$ cat src/rtl/mem_port_arbiter_pkg.sv
// Shared types for the memory port arbiter: FSM state encoding, tag owner
// encoding and the in-flight read tag carried by the tag pipe.
package mem_port_arbiter_pkg;

    typedef enum logic {
        ST_DPRI   = 1'b0,
        ST_IFORCE = 1'b1
    } arb_state_e;

    localparam logic ARB_OWN_I = 1'b0;
    localparam logic ARB_OWN_D = 1'b1;

    typedef struct packed {
        logic vld;
        logic own;
        logic kill;
    } arb_tag_t;

endpackage

$ cat src/rtl/arb_tag_pipe.sv
// Tag pipe: one {vld, own, kill} entry per cycle of memory latency. The last
// stage lines up with mem_rdata and tells the top which port the data is for.
// kill_i marks every in-flight fetch entry; data entries are never touched.
module arb_tag_pipe
    import mem_port_arbiter_pkg::*;
#(
    parameter int MEM_LAT = 1
) (
    input  logic     clk,
    input  logic     rst,
    input  logic     vld_i,
    input  logic     own_i,
    input  logic     kill_i,
    output arb_tag_t out_o,
    output logic     busy_o
);

    arb_tag_t [MEM_LAT-1:0] tag_q, tag_d;

    // Shift tags one stage per cycle, marking fetch entries dead on kill_i.
    always_comb begin
        tag_d         = '0;
        tag_d[0].vld  = vld_i;
        tag_d[0].own  = own_i;
        tag_d[0].kill = 1'b0;
        for (int k = 1; k < MEM_LAT; k++) begin
            tag_d[k] = tag_q[k-1];
            if (kill_i && tag_q[k-1].vld && (tag_q[k-1].own == ARB_OWN_I))
                tag_d[k].kill = 1'b1;
        end
    end

    // Tag storage; reset drops every outstanding read.
    always_ff @(posedge clk or negedge rst) begin
        if (!rst) tag_q <= '0;
        else      tag_q <= tag_d;
    end

    // Busy while any stage holds a read, killed or not.
    always_comb begin
        busy_o = 1'b0;
        for (int k = 0; k < MEM_LAT; k++) busy_o = busy_o | tag_q[k].vld;
    end

    assign out_o = tag_q[MEM_LAT-1];

endmodule

$ cat src/rtl/mem_port_arbiter.sv
// Memory port arbiter: shares one single-ported synchronous memory between
// instruction fetch and data access. Data wins by default; after STARVE_MAX
// consecutive denied fetch cycles the FSM forces one fetch grant.
// Optional feature: define ARB_PERF_CNT_EN to build the grant/conflict
// counters; otherwise perf_* read as 0 and no counter flops exist.
module mem_port_arbiter
    import mem_port_arbiter_pkg::*;
#(
    parameter int ADDR_W     = 32,
    parameter int DATA_W     = 32,
    parameter int MEM_LAT    = 1,
    parameter int STARVE_MAX = 4
) (
    input  logic                clk,
    input  logic                rst,
    input  logic                i_req_valid,
    input  logic [ADDR_W-1:0]   i_req_addr,
    output logic                i_req_ready,
    output logic                i_rsp_valid,
    output logic [DATA_W-1:0]   i_rsp_data,
    input  logic                d_req_valid,
    input  logic                d_req_we,
    input  logic [DATA_W/8-1:0] d_req_wstrb,
    input  logic [ADDR_W-1:0]   d_req_addr,
    input  logic [DATA_W-1:0]   d_req_wdata,
    output logic                d_req_ready,
    output logic                d_rsp_valid,
    output logic [DATA_W-1:0]   d_rsp_data,
    input  logic                flush,
    output logic                mem_en,
    output logic                mem_we,
    output logic [DATA_W/8-1:0] mem_wstrb,
    output logic [ADDR_W-1:0]   mem_addr,
    output logic [DATA_W-1:0]   mem_wdata,
    input  logic [DATA_W-1:0]   mem_rdata,
    output logic                busy,
    output logic [31:0]         perf_i_cnt,
    output logic [31:0]         perf_d_cnt,
    output logic [31:0]         perf_cf_cnt
);

    localparam int SW = $clog2(STARVE_MAX + 1);
    localparam logic [SW-1:0] STARVE_LIM = SW'(STARVE_MAX);

    arb_state_e    state_q, state_d;
    logic [SW-1:0] starve_q, starve_d;
    logic          grant_i, grant_d;
    arb_tag_t      tag_out;

    // Grant selection: priority flips to fetch only in ST_IFORCE.
    always_comb begin
        grant_i = 1'b0;
        grant_d = 1'b0;
        if (state_q == ST_DPRI) begin
            grant_d = d_req_valid;
            grant_i = i_req_valid & ~d_req_valid;
        end else begin
            grant_i = i_req_valid;
            grant_d = d_req_valid & ~i_req_valid;
        end
    end

    assign i_req_ready = grant_i;
    assign d_req_ready = grant_d;

    // Memory request mux; idle fields are zero and fetch never carries strobes.
    always_comb begin
        mem_en    = grant_i | grant_d;
        mem_we    = grant_d & d_req_we;
        mem_wstrb = '0;
        mem_addr  = '0;
        mem_wdata = '0;
        if (grant_d) begin
            mem_wstrb = d_req_wstrb;
            mem_addr  = d_req_addr;
            mem_wdata = d_req_wdata;
        end else if (grant_i) begin
            mem_addr  = i_req_addr;
        end
    end

    // Starvation count and the priority state it drives.
    always_comb begin
        starve_d = starve_q;
        if (!i_req_valid || grant_i)   starve_d = '0;
        else if (starve_q < STARVE_LIM) starve_d = starve_q + SW'(1);

        state_d = state_q;
        case (state_q)
            ST_DPRI:   if (starve_d == STARVE_LIM)     state_d = ST_IFORCE;
            ST_IFORCE: if (grant_i || !i_req_valid)    state_d = ST_DPRI;
            default:                                   state_d = ST_DPRI;
        endcase
    end

    // Arbiter FSM and starvation counter.
    always_ff @(posedge clk or negedge rst) begin
        if (!rst) begin
            state_q  <= ST_DPRI;
            starve_q <= '0;
        end else begin
            state_q  <= state_d;
            starve_q <= starve_d;
        end
    end

    arb_tag_pipe #(.MEM_LAT(MEM_LAT)) u_tag_pipe (
        .clk    (clk),
        .rst    (rst),
        .vld_i  (mem_en & ~mem_we),
        .own_i  (grant_d),
        .kill_i (flush),
        .out_o  (tag_out),
        .busy_o (busy)
    );

    assign i_rsp_valid = tag_out.vld & (tag_out.own == ARB_OWN_I) & ~tag_out.kill;
    assign d_rsp_valid = tag_out.vld & (tag_out.own == ARB_OWN_D);
    // Read data is zeroed when no response is presented so idle outputs are 0.
    assign i_rsp_data  = i_rsp_valid ? mem_rdata : '0;
    assign d_rsp_data  = d_rsp_valid ? mem_rdata : '0;

`ifdef ARB_PERF_CNT_EN
    logic [31:0] perf_i_q, perf_i_d;
    logic [31:0] perf_d_q, perf_d_d;
    logic [31:0] perf_cf_q, perf_cf_d;

    // Free-running grant and conflict counters, wrapping modulo 2^32.
    always_comb begin
        perf_i_d  = perf_i_q  + {31'd0, grant_i};
        perf_d_d  = perf_d_q  + {31'd0, grant_d};
        perf_cf_d = perf_cf_q + {31'd0, i_req_valid & d_req_valid};
    end

    // Counter storage.
    always_ff @(posedge clk or negedge rst) begin
        if (!rst) begin
            perf_i_q  <= '0;
            perf_d_q  <= '0;
            perf_cf_q <= '0;
        end else begin
            perf_i_q  <= perf_i_d;
            perf_d_q  <= perf_d_d;
            perf_cf_q <= perf_cf_d;
        end
    end

    assign perf_i_cnt  = perf_i_q;
    assign perf_d_cnt  = perf_d_q;
    assign perf_cf_cnt = perf_cf_q;
`else
    assign perf_i_cnt  = '0;
    assign perf_d_cnt  = '0;
    assign perf_cf_cnt = '0;
`endif

endmodule

$ cat config.mk
export PLATFORM = sky130hd
export DESIGN_NAME = mem_port_arbiter
export DESIGN_NICKNAME = d
export VERILOG_FILES = /design/src/rtl/mem_port_arbiter_pkg.sv /design/src/rtl/arb_tag_pipe.sv /design/src/rtl/mem_port_arbiter.sv
export SDC_FILE = /design/constraint.sdc
export NUM_CORES = 1
export LEC_CHECK = 0
export ABC_AREA = 0
export CORE_AREA = 8 8 137 139
export CTS_BUF_LIST = sky130_fd_sc_hd__clkbuf_2 sky130_fd_sc_hd__clkbuf_4 sky130_fd_sc_hd__clkbuf_8
export CTS_CLUSTER_DIAMETER = 100
export DETAILED_ROUTE_END_ITERATION = 10
export DIE_AREA = 0 0 145 147
export GPL_TIMING_DRIVEN = 0
export PLACE_DENSITY_LB_ADDON = 0.08
export RECOVER_POWER = 100
export SLEW_MARGIN = 10
export SYNTH_ARGS = -nofsm -noshare
export SYNTH_HDL_FRONTEND = slang
export SYNTH_SLANG_ARGS = --single-unit
$ cat constraint.sdc
create_clock -name clk -period 1.6 [get_ports clk]
set_input_delay 0.4 -clock clk [delete_from_list [all_inputs] [get_ports clk]]
set_output_delay 0.4 -clock clk [all_outputs]
set_load 0.02 [all_outputs]
==> flow_summary.yaml <==
finish:
  syn2layout_area_growth_pct: 209
  diodes: 0
  layout_common_cells: "153 x buf_6, 124 x clkdlybuf4s50_1, 106 x buf_4, 96 x conb_1, 61 x and2_4"
  fin_cells: 902
  multi_input_area_um2: 1790
  mostFrequentLayoutCell: "buf_6"
  nNetsFinal: 818
  fillerInstances: 1685
  drive_above_1_share_pct: 60.0
  regArea_um2: 154
synthesis:
  synth_area_per_cell_um2: 7.57
  ys_types: 24
  synth.yosys.seq_area_share_pct: 7.14
  yosys_warnings: 0
  syn_inst: 278
  synth-seq-cells: 6
  synthesis.area_um2: 2100
placement:
  place_congestion: 0.800
  port_buffers: 274
  numPlacedInstances: 872
  dp_hpwl_um: 11900
setup_path:
  arrival_ns: 1.43
  critPathKind: "reg -> out"
  r2r-end: "u_tag_pipe.busy_o"
  worst_setup_path_start_kind: "register"
  slowest_delay_ns: 0.43
  slowest_stage: "dfrtp_2"
  rr_startpoint: "state_q"
  end_kind: "output port"
  reg2reg_depth: 5
  r2r_slack_ns: 0.35
  cp_max_fo: 5
  worst_ep_required_time_ns: 1.20
  cp_cell_sequence: "nand2b_4 > clkbuf_16 > a32o_2 > buf_6"
pwr:
  swShare_pct: 39.6
  total_leakage_power_uw: 0.00337
  p_clk_share_pct: 9.2
  power.total_uw: 2460
  power.density_nw_per_um2: 379
  ir_worst_vdd_mv: 0.177
  internal-power_uw: 1490
  p_switching_uw: 973
  comb_power_share_pct: 84.0
  seqPwrFrac_pct: 6.8
job:
  maxCapViolCount: 0
die:
  dieHeight_um: 147
  core_um2: 16800
  start_util_pct: 12.6
  die_width_um: 145
  rows: 48
  io_pins: 373
  dieArea_um2: 21300
global_route:
  grt_max_degree: 11
  grt_pass1_vias: 3446
  grt_antenna_before_repair: 0
  grtUsageMet3_pct: 6.71
  grt_use_total_pct: 12.3
  grt_util_met2_pct: 24.5
  grt_overflow: 0
  use_met1_pct: 10.8
  grt_pass1_wl_um: 20900
  busiest_layer: "met2"
drt:
  via_per_inst: 3.51
  routed_wl_um: 14300
  firstDrtPassIters: 4
  wl_per_cell_um: 15.9
  drtAntennaViolNets: 0
  first_iter_violations: 45
  dr_total_vias: 3168
  drcViolationCount: 0
status:
  status: "finished with violations"
  violations: "negative setup slack"
timing:
  fin_crit_ns: 1.83
  fin_skew_ns: 0.000947
  hold_viol: 0
  setup_viol: 124
  layout_setup_ws_ns: -0.227
  maxClockFrequency_mhz: 547
  finalCritPeriodShare_pct: 114
  fin_setup_tns_ns: -22.72
  rsz0062_at_grt: "true"
  finalMaxSlewViolations: 0
clock_network:
  cts_buffers: 3
  clock-sinks: 6
  clk_latency_ns: 0.22
  htree_levels: 1
  cts_root_buf: "clkbuf_8"
  clkTransAtPathRegs_ns: 0.04
  tritoncts: "yes"
  cts_hold_buffers: 0
  cts_buffer_depth: 2
min_path:
  holdCritPathClass: "in -> async"
## state kept, by name, summed over array words and instances (netlist names)
signal and count:
starve_q 3, state_q 1, u_tag_pipe.busy_o 1, u_tag_pipe.out_o 1
## stage by stage
| stage | instance area, um^2 | hold slack, ns | util, % | setup slack, ns |
|---|---|---|---|---|
| final | 6490 | 0.494 | 38.7 | -0.227 |
| after floorplan | 2460 | 0.104 | - | 0.000217 |
| after global placement | 5490 | 0.528 | 32.7 | -1.15 |
| after CTS | 5940 | 0.429 | 35.4 | -0.233 |
| after global routing | 6490 | 0.513 | 38.7 | -0.283 |
| after detailed placement | 5490 | 0.548 | 32.7 | -1.18 |
## layout make-up
cell class | count | area share, %
repair buffers | 303 | 50.3
multi-input cells | 248 | 27.5
plain buffers | 117 | 14.9
well taps | 225 | 4.34
flip-flops and latches | 6 | 2.37
clock buffers | 3 | 0.636
## worst max-delay path, delay by kind of cell, from the launching register on
family | cells | cell delay [ns]
buf+inv | 2 | 0.30
simple gates | 1 | 0.21
flops | 1 | 0.43
compound gates | 1 | 0.26
## per-layer routing
| metal | routed length (um) | vias up |
|---|---|---|
| li1 | - | 1560 |
| met2 | 8150 | 199 |
| met3 | 1710 | 4 |
| met4 | 52 | 0 |
| met5 | 0 | - |
| met1 | 4400 | 1405 |
## timing repair
item | in CTS | in global routing
cloned | 7 | 5
endpoints found under the setup margin | 139 | 138
pin swaps | 50 | 20
gates resized for setup | 889 | 145
setup buffers | 13 | 5
## cells by family (layout without fill, tap and decap cells)
| logic type | Yosys count | in the layout | share of synthesized area [%] |
|---|---|---|---|
| adders and majority gates | 1 | 1 | 0.595 |
| xor gates and xnor gates | 1 | 1 | 0.416 |
| and+or+nand+nor | 113 | 114 | 33.6 |
| DFF | 6 | 6 | 7.14 |
| other | 1 | 96 | 0.178 |
| muxes | 1 | 1 | 0.476 |
| buffers and inverters | 120 | 423 | 40.9 |
| AOI/OAI and AO/OA | 35 | 35 | 16.7 |
## synth_stat cells (all sizes together)
library cell | count | area share (%)
clkbuf | 11 | 2.1
nand4bb | 1 | 0.54
xor2 | 1 | 0.42
a21oi | 1 | 0.24
or2 | 1 | 0.30
nand2b | 1 | 0.30
conb | 1 | 0.18
dfrtp | 6 | 7.1
mux2i | 1 | 0.48
or3b | 1 | 0.42
buf | 109 | 39
and2b | 1 | 0.36
and3 | 32 | 9.5
and2 | 71 | 21
a32o | 32 | 15
nand3b | 1 | 0.36
ha | 1 | 0.59
a21boi | 2 | 1.2
nor2 | 4 | 0.71
## worst max path at each step
stage,startpoint,to,slack (ns),depth (start not counted)
floorplan,i_req_valid,mem_wdata[23],0.0002,4
global placement,d_req_valid,mem_addr[2],-1.15,5
detailed placement,d_req_valid,mem_addr[2],-1.18,5
CTS,state_q,mem_addr[10],-0.23,4
global route,state_q,mem_wdata[29],-0.28,5
finish,state_q,mem_addr[9],-0.23,4
## power groups by stage
stage	Sequential, uW	Clock (uW)	Combinational (uW)
finish	168	226	2070
detailed placement	173	0	1710
CTS	168	235	1910
global route	169	254	2190
global placement	173	0	1720
floorplan	169	0	891
(Power assumes the default switching activity.)
